$ cat config.mk
export PLATFORM = sky130hd
export DESIGN_NAME = audio_decimator
export DESIGN_NICKNAME = d
export VERILOG_FILES = /design/src/rtl/audio_decimator.sv
export SDC_FILE = /design/constraint.sdc
export NUM_CORES = 1
export LEC_CHECK = 0
export CORE_MARGIN = 4
export CORE_UTILIZATION = 56
export CTS_BUF_LIST = sky130_fd_sc_hd__clkbuf_4 sky130_fd_sc_hd__clkbuf_8
export CTS_CLUSTER_SIZE = 8
export DETAILED_ROUTE_END_ITERATION = 10
export GPL_TIMING_DRIVEN = 1
export HOLD_SLACK_MARGIN = 0.06
export PLACE_DENSITY = 0.91
export SLEW_MARGIN = 20
export SYNTH_ARGS = -nofsm -noshare
export SYNTH_HDL_FRONTEND = slang
export SYNTH_SLANG_ARGS = --single-unit
$ cat constraint.sdc
create_clock -name sysclk_7_143 -period 3.98 [get_ports sysclk_7_143]
set_clock_uncertainty 0.1 [all_clocks]
set_input_delay 0.995 -clock sysclk_7_143 [delete_from_list [all_inputs] [get_ports sysclk_7_143]]
set_output_delay 0.995 -clock sysclk_7_143 [all_outputs]
set_load 0.05 [all_outputs]
$ cat src/rtl/audio_decimator.sv
// audio_decimator
// Boxcar decimator for the mixed TIA audio word: averages 2**LOG2_DECIM
// input samples into one output sample, optionally removes DC with a
// first-order leaky high-pass, and hands the result to the audio sink over
// a valid/ready handshake with a sticky overrun flag.
//
// Pipeline timing, with E the edge that takes the last ce_in of a block:
//   E    : block sum shifted down into avg, avg_stb pulses
//   E+1  : DC stage (or bypass) loads out_data, out_valid rises

module audio_decimator #(
    parameter int LOG2_DECIM = 7,
    parameter bit DCB_EN     = 1'b1,
    parameter int DCB_SHIFT  = 8
) (
    input  logic        sysclk_7_143,
    input  logic        reset,
    input  logic        ce_in,
    input  logic [15:0] audio_in,
    input  logic        mute,
    output logic [15:0] out_data,
    output logic        out_valid,
    input  logic        out_ready,
    output logic        overrun
);

    localparam int ACC_W = 16 + LOG2_DECIM;

    // Accumulator stage
    logic signed [ACC_W-1:0]      acc;
    logic signed [ACC_W-1:0]      acc_sum;
    logic signed [ACC_W-1:0]      acc_shift;
    logic [LOG2_DECIM-1:0]        cnt;
    logic signed [15:0]           x_in;
    logic                         boundary;

    // Averaged sample and its one-cycle strobe
    logic signed [15:0]           avg;
    logic                         avg_stb;

    // DC-blocking stage
    logic signed [15:0]           x_prev;
    logic signed [15:0]           y_prev;
    logic signed [15:0]           y_leak;
    logic signed [17:0]           avg_ext;
    logic signed [17:0]           x_prev_ext;
    logic signed [17:0]           y_prev_ext;
    logic signed [17:0]           y_leak_ext;
    logic signed [17:0]           y_raw;
    logic signed [15:0]           y_sat;
    logic [15:0]                  stage_out;

    // Input selection, running sum and block-boundary detection
    always_comb begin
        x_in      = mute ? 16'sd0 : $signed(audio_in);
        acc_sum   = acc + {{LOG2_DECIM{x_in[15]}}, x_in};
        acc_shift = acc_sum >>> LOG2_DECIM;
        boundary  = ce_in && (cnt == {LOG2_DECIM{1'b1}});
    end

    // Accumulate one sample per ce_in; at the boundary publish the average and restart
    always_ff @(posedge sysclk_7_143) begin
        if (reset) begin
            acc     <= '0;
            cnt     <= '0;
            avg     <= '0;
            avg_stb <= 1'b0;
        end else begin
            avg_stb <= 1'b0;
            if (ce_in) begin
                if (boundary) begin
                    // Sum of 2**LOG2_DECIM 16-bit words fits ACC_W bits, so the
                    // shifted result always fits back in 16 bits.
                    avg     <= acc_shift[15:0];
                    avg_stb <= 1'b1;
                    acc     <= '0;
                    cnt     <= '0;
                end else begin
                    acc <= acc_sum;
                    cnt <= cnt + LOG2_DECIM'(1);
                end
            end
        end
    end

    // High-pass difference equation in 18 bits, saturated back to 16
    always_comb begin
        y_leak     = y_prev >>> DCB_SHIFT;
        avg_ext    = {{2{avg[15]}}, avg};
        x_prev_ext = {{2{x_prev[15]}}, x_prev};
        y_prev_ext = {{2{y_prev[15]}}, y_prev};
        y_leak_ext = {{2{y_leak[15]}}, y_leak};
        // Worst case magnitude is 3*32768, inside the 18-bit signed range.
        y_raw      = avg_ext - x_prev_ext + y_prev_ext - y_leak_ext;
        if (y_raw > 18'sd32767) begin
            y_sat = 16'sh7FFF;
        end else if (y_raw < -18'sd32768) begin
            y_sat = 16'sh8000;
        end else begin
            y_sat = y_raw[15:0];
        end
        stage_out = DCB_EN ? y_sat : avg;
    end

    // Filter history advances once per averaged sample
    always_ff @(posedge sysclk_7_143) begin
        if (reset) begin
            x_prev <= '0;
            y_prev <= '0;
        end else if (avg_stb) begin
            x_prev <= avg;
            y_prev <= y_sat;
        end
    end

    // Output holding register: newest sample always wins, a lost one sets overrun
    always_ff @(posedge sysclk_7_143) begin
        if (reset) begin
            out_data  <= '0;
            out_valid <= 1'b0;
            overrun   <= 1'b0;
        end else begin
            if (avg_stb) begin
                out_data  <= stage_out;
                out_valid <= 1'b1;
                if (out_valid && !out_ready) begin
                    overrun <= 1'b1;
                end
            end else if (out_valid && out_ready) begin
                out_valid <= 1'b0;
            end
        end
    end

endmodule

Yosys cells after proc, flatten, opt, wreduce, memory -nomap -nowiden --
Cells that the tools add are included. Widths: inputs -> output; s select.
Operators by class: eq/ne operators 1, reduce and logical (&&, ||, !) cells 8, add/subtract/negate cells 5, bitwise logic cells 1, muxes and demuxes 8, magnitude comparators 2
Operators with widths (count):
- $mux 16 | 3
- $add 23x23->23 | 1
- $mux 23 | 1
- $add 17x16->18 | 1
- $gt 18x16->1 const B | 1
- $lt 18x16->1 const B | 1
- $sub 18x8->18 | 1
- $sub 16x16->17 | 1
- $add 7x1->7 const B | 1
- $eq 7x7->1 const B | 1
- $mux 7 | 1
- $reduce_and 2->1 | 2
- $logic_and 1x1->1 | 3
- $mux 1 | 3
- $reduce_bool 2->1 | 1
- $reduce_or 2->1 | 1
- $logic_not 1->1 | 1
- $not 1->1 | 1
Storage, ports and cells: flip-flop bits (word level) 81, logic and storage cells 33, output and inout bits 18, bits of input ports 21

Logic depth before layout (Yosys ltp) --
depth after elaboration 6, gate-level depth with buffers 17, gate-level depth less buffers 16

Worst setup path before layout --
No wires, ideal clock.
path type reg2reg, from register out_data[15] (netlist name), to register out_data[8], buffers on the path 2, stages on the path, launching flop included 14, path slack -323 ps, arrival 4117 ps, library setup time 86 ps, data required time 3794 ps, period minus slack after synthesis 4303 ps, path through dfxtp_1 -> fa_1 -> fa_1 -> inv_1 -> ha_1 -> clkbuf_8 -> nand3_1 -> or2_4 -> o311a_2 -> a2111o_1 -> nand3_2 -> buf_6 -> nand2_1 -> a221oi_2
RTL lines:
- end signal, assigned | RTL line 124 | out_data <= stage_out;
- end, declared | RTL line 21 | output logic [15:0] out_data,

==> out/qor.txt <==
core outline area = 0.0105 mm2
Finished Layout Cells = 931
cell area after layout = 0.00737 mm2
pin count of the biggest net entering global routing = 51
Iter 0 DRT Violations = 465
Worst Hold Class = flop to flop
placed insts = 912
Final Hold Slack = 375 ps
Syn Std Cell Area = 0.00613 mm2
Final TNS setup = -461 ps
total track usage = 0.254
layout cells sized above 1 = 0.196
Clk network pwr share = 0.348
Leak Pwr = 0.00311 uW
Vias = 5548
worst rel slew slack = 0.508
highest-count cells in the layout ignoring fill and taps = inv_1 (75), nor2_1 (71), dfxtp_1 (69)
fmax = 246 MHz
Cell Chain, Critical Path = inv_4, fa_1, inv_1, fa_1, inv_1, ha_2, inv_2, fa_2, and2b_2, o31a_4, o221ai_4, nand4_2, buf_6, a2111o_1, nand3_4, buf_6, nand2_4, a221oi_2
row count = 37
min Tclk post-route = 4060 ps
Post-synth EDFFs = 0
routed len/inst = 17.2 um
Inserted Clock Buffers = 9
CP Capture Type = flop
Setup CP Type = flop to flop
Max IR drop VDD = 0.192 mV
violated checks = negative setup slack
worst slew pin tran = 738 ps
clk_lat worst skew = 370 ps
required time of the critical path = 4150 ps
Final Hold Vio Count = 0
sequential power share = 0.498
Critical Path Start Type = flop
Pint = 1220 uW
Final Wtd Congestion = 0.968
CP top delay family = adder cells
crit-path max cell delay = 500 ps
RSZ-0062 raised after global routing = yes
P_sw = 469 uW
CTS clk-pin slew, worst paths = 90 ps
final wirelength = 16.0 mm
global-route wire length before repair = 26.4 mm
# DRC = 0
syn_nets = 798
htree depth = 3
overall power = 1690 uW
MaxCap Viol Count = 0
Max Buffers Root-to-Sink = 2
fill cell count = 757
clock sinks = 81
Async SR Flop Fraction = 0
CTS tree = yes
Net Sw Frac = 0.277
Seq/Total Area, Yosys = 0.265
number of nets in the final layout = 887
Post-CTS Hold Buffers = 0
Starting Density = 0.583
Synth Area per Inst = 8.74 um2
Cells after Synth = 701
most common cell after layout, fill and taps aside = inv_1
final worst slack = -84.9 ps
final count of negative-setup-slack endpoints = 12
CP max-delay cell = fa_1
Antenna Nets Post-Route = 0
ys flop type = dfxtp_1
synth warn = 0
PD cells = 230 mW/mm2
Seq cells post-synth = 81
Worst Path Buf+Inv = 6
HPWL Detailed = 12.2 mm
Synth cell types = 76
count of input and output buffers = 38
crit-path max FO = 7
fin crit share = 1.02
combinational power share = 0.155
router iterations before antenna repair = 5
die area = 0.0127 mm2
area of placed instances = 0.00698 mm2
vias in the first global route = 5645
remaining global-route overflow = 0
initial antenna violation count = 0
Max Slew Vio Count = 0
n_diodes = 0
IO Count = 39
CTS root buf = clkbuf_8
WP data arrival = 4230 ps
Die X = 113 um
status = finished with violations
drt via density = 5.96
area grow syn2layout = 20.3%
Die Y = 113 um
path summary, 6_finish.rpt:
check,start,to,slack (ps),cells after the start
worst max-delay path,out_data[8]$_SDFFE_PP0P_,out_data[10]$_SDFFE_PP0P_,-80,18
worst min-delay path,acc[4]$_SDFFE_PP0P_,acc[4]$_SDFFE_PP0P_,370,2
worst min register to register,acc[4]$_SDFFE_PP0P_,acc[4]$_SDFFE_PP0P_,370,2
worst max register to register,out_data[8]$_SDFFE_PP0P_,out_data[10]$_SDFFE_PP0P_,-80,18
metrics by stage:
stage               utilization  setup slack (ps)
global placement          0.664             -68.9
floorplan                     -             0.969
finish                    0.701             -84.9
global route              0.701              -235
CTS                       0.690             -81.1
detailed placement        0.664              -211
per-layer routing:
layer / part of all wire / wire length, um / GRT usage / vias to the layer above
met5: 0 / 0 / 0 / -
met4: 0.032 / 509 / 0.0938 / 0
met3: 0.057 / 910 / 0.0507 / 42
met2: 0.52 / 8240 / 0.461 / 202
met1: 0.40 / 6330 / 0.293 / 2697
li1: - / - / - / 2607
tightest hold or removal path: cells and delay by family (launching register included):
kind             cells  cell delay (ps)
AO/OA/AOI/OAI        1               50
flip-flops           1              320
AND/OR/NAND/NOR      1               60
kinds of logic after synthesis:
group / count (synthesis) / share of synthesized area
buffers and inverters: 104 / 0.0766
and+or+nand+nor: 214 / 0.166
AOI/OAI and AO/OA: 170 / 0.213
xor gates and xnor gates: 36 / 0.0515
adders and majority gates: 76 / 0.196
muxes: 20 / 0.0327
DFF: 81 / 0.265
cells in the mapped netlist, types with 5 or more instances:
master     n  area share
a211oi_1   9       0.011
a221oi_2  10       0.025
o21a_1     9       0.011
nand3_1   15       0.012
inv_1     77       0.047
xnor2_1   27       0.039
nor2b_1   19       0.019
mux2i_1   20       0.033
xor2_1     9       0.013
clkbuf_8   6       0.013
nand2_1   64       0.039
clkbuf_1  14      0.0086
nor3_1     8      0.0065
a22oi_1   15       0.018
a21oi_1   44       0.036
and2_1     5      0.0051
a21o_1    15       0.018
ha_1      43       0.088
dfxtp_1   81        0.26
o21ai_0   16       0.013
o211ai_1   5      0.0061
nor2_1    72       0.044
fa_1      33        0.11
flip-flops by register name, indices dropped and copies added, names as in the netlist:
name / flops
out_data: 16
overrun: 1
x_prev: 16
acc: 23
avg_stb: 1
out_valid: 1
cnt: 7
avg: 16
power by group through the flow:
stage / registers (uW) / clock network, uW / logic, uW
finish: 842 / 589 / 261
global route: 844 / 635 / 288
floorplan: 858 / 0 / 170
detailed placement: 861 / 0 / 254
global placement: 860 / 0 / 245
CTS: 842 / 599 / 257
final cells by class:
type / count / area [um2] / area share
Clock inverter: 4 / 35.0 / 0.00475
Clock buffer: 12 / 159 / 0.0216
Multi-Input combinational cell: 516 / 4190 / 0.569
Sequential cell: 81 / 1640 / 0.223
Timing Repair Buffer: 103 / 875 / 0.119
Inverter: 79 / 299 / 0.0406
Tap cell: 136 / 170 / 0.0231
timing repair:
item                       in CTS  in global routing
setup endpoints to repair      14                 19
gates resized for setup        18                 23
setup buffers                   1                  2
pin swaps                       9                 11
No activity file was read; power rests on OpenSTA's default activity.
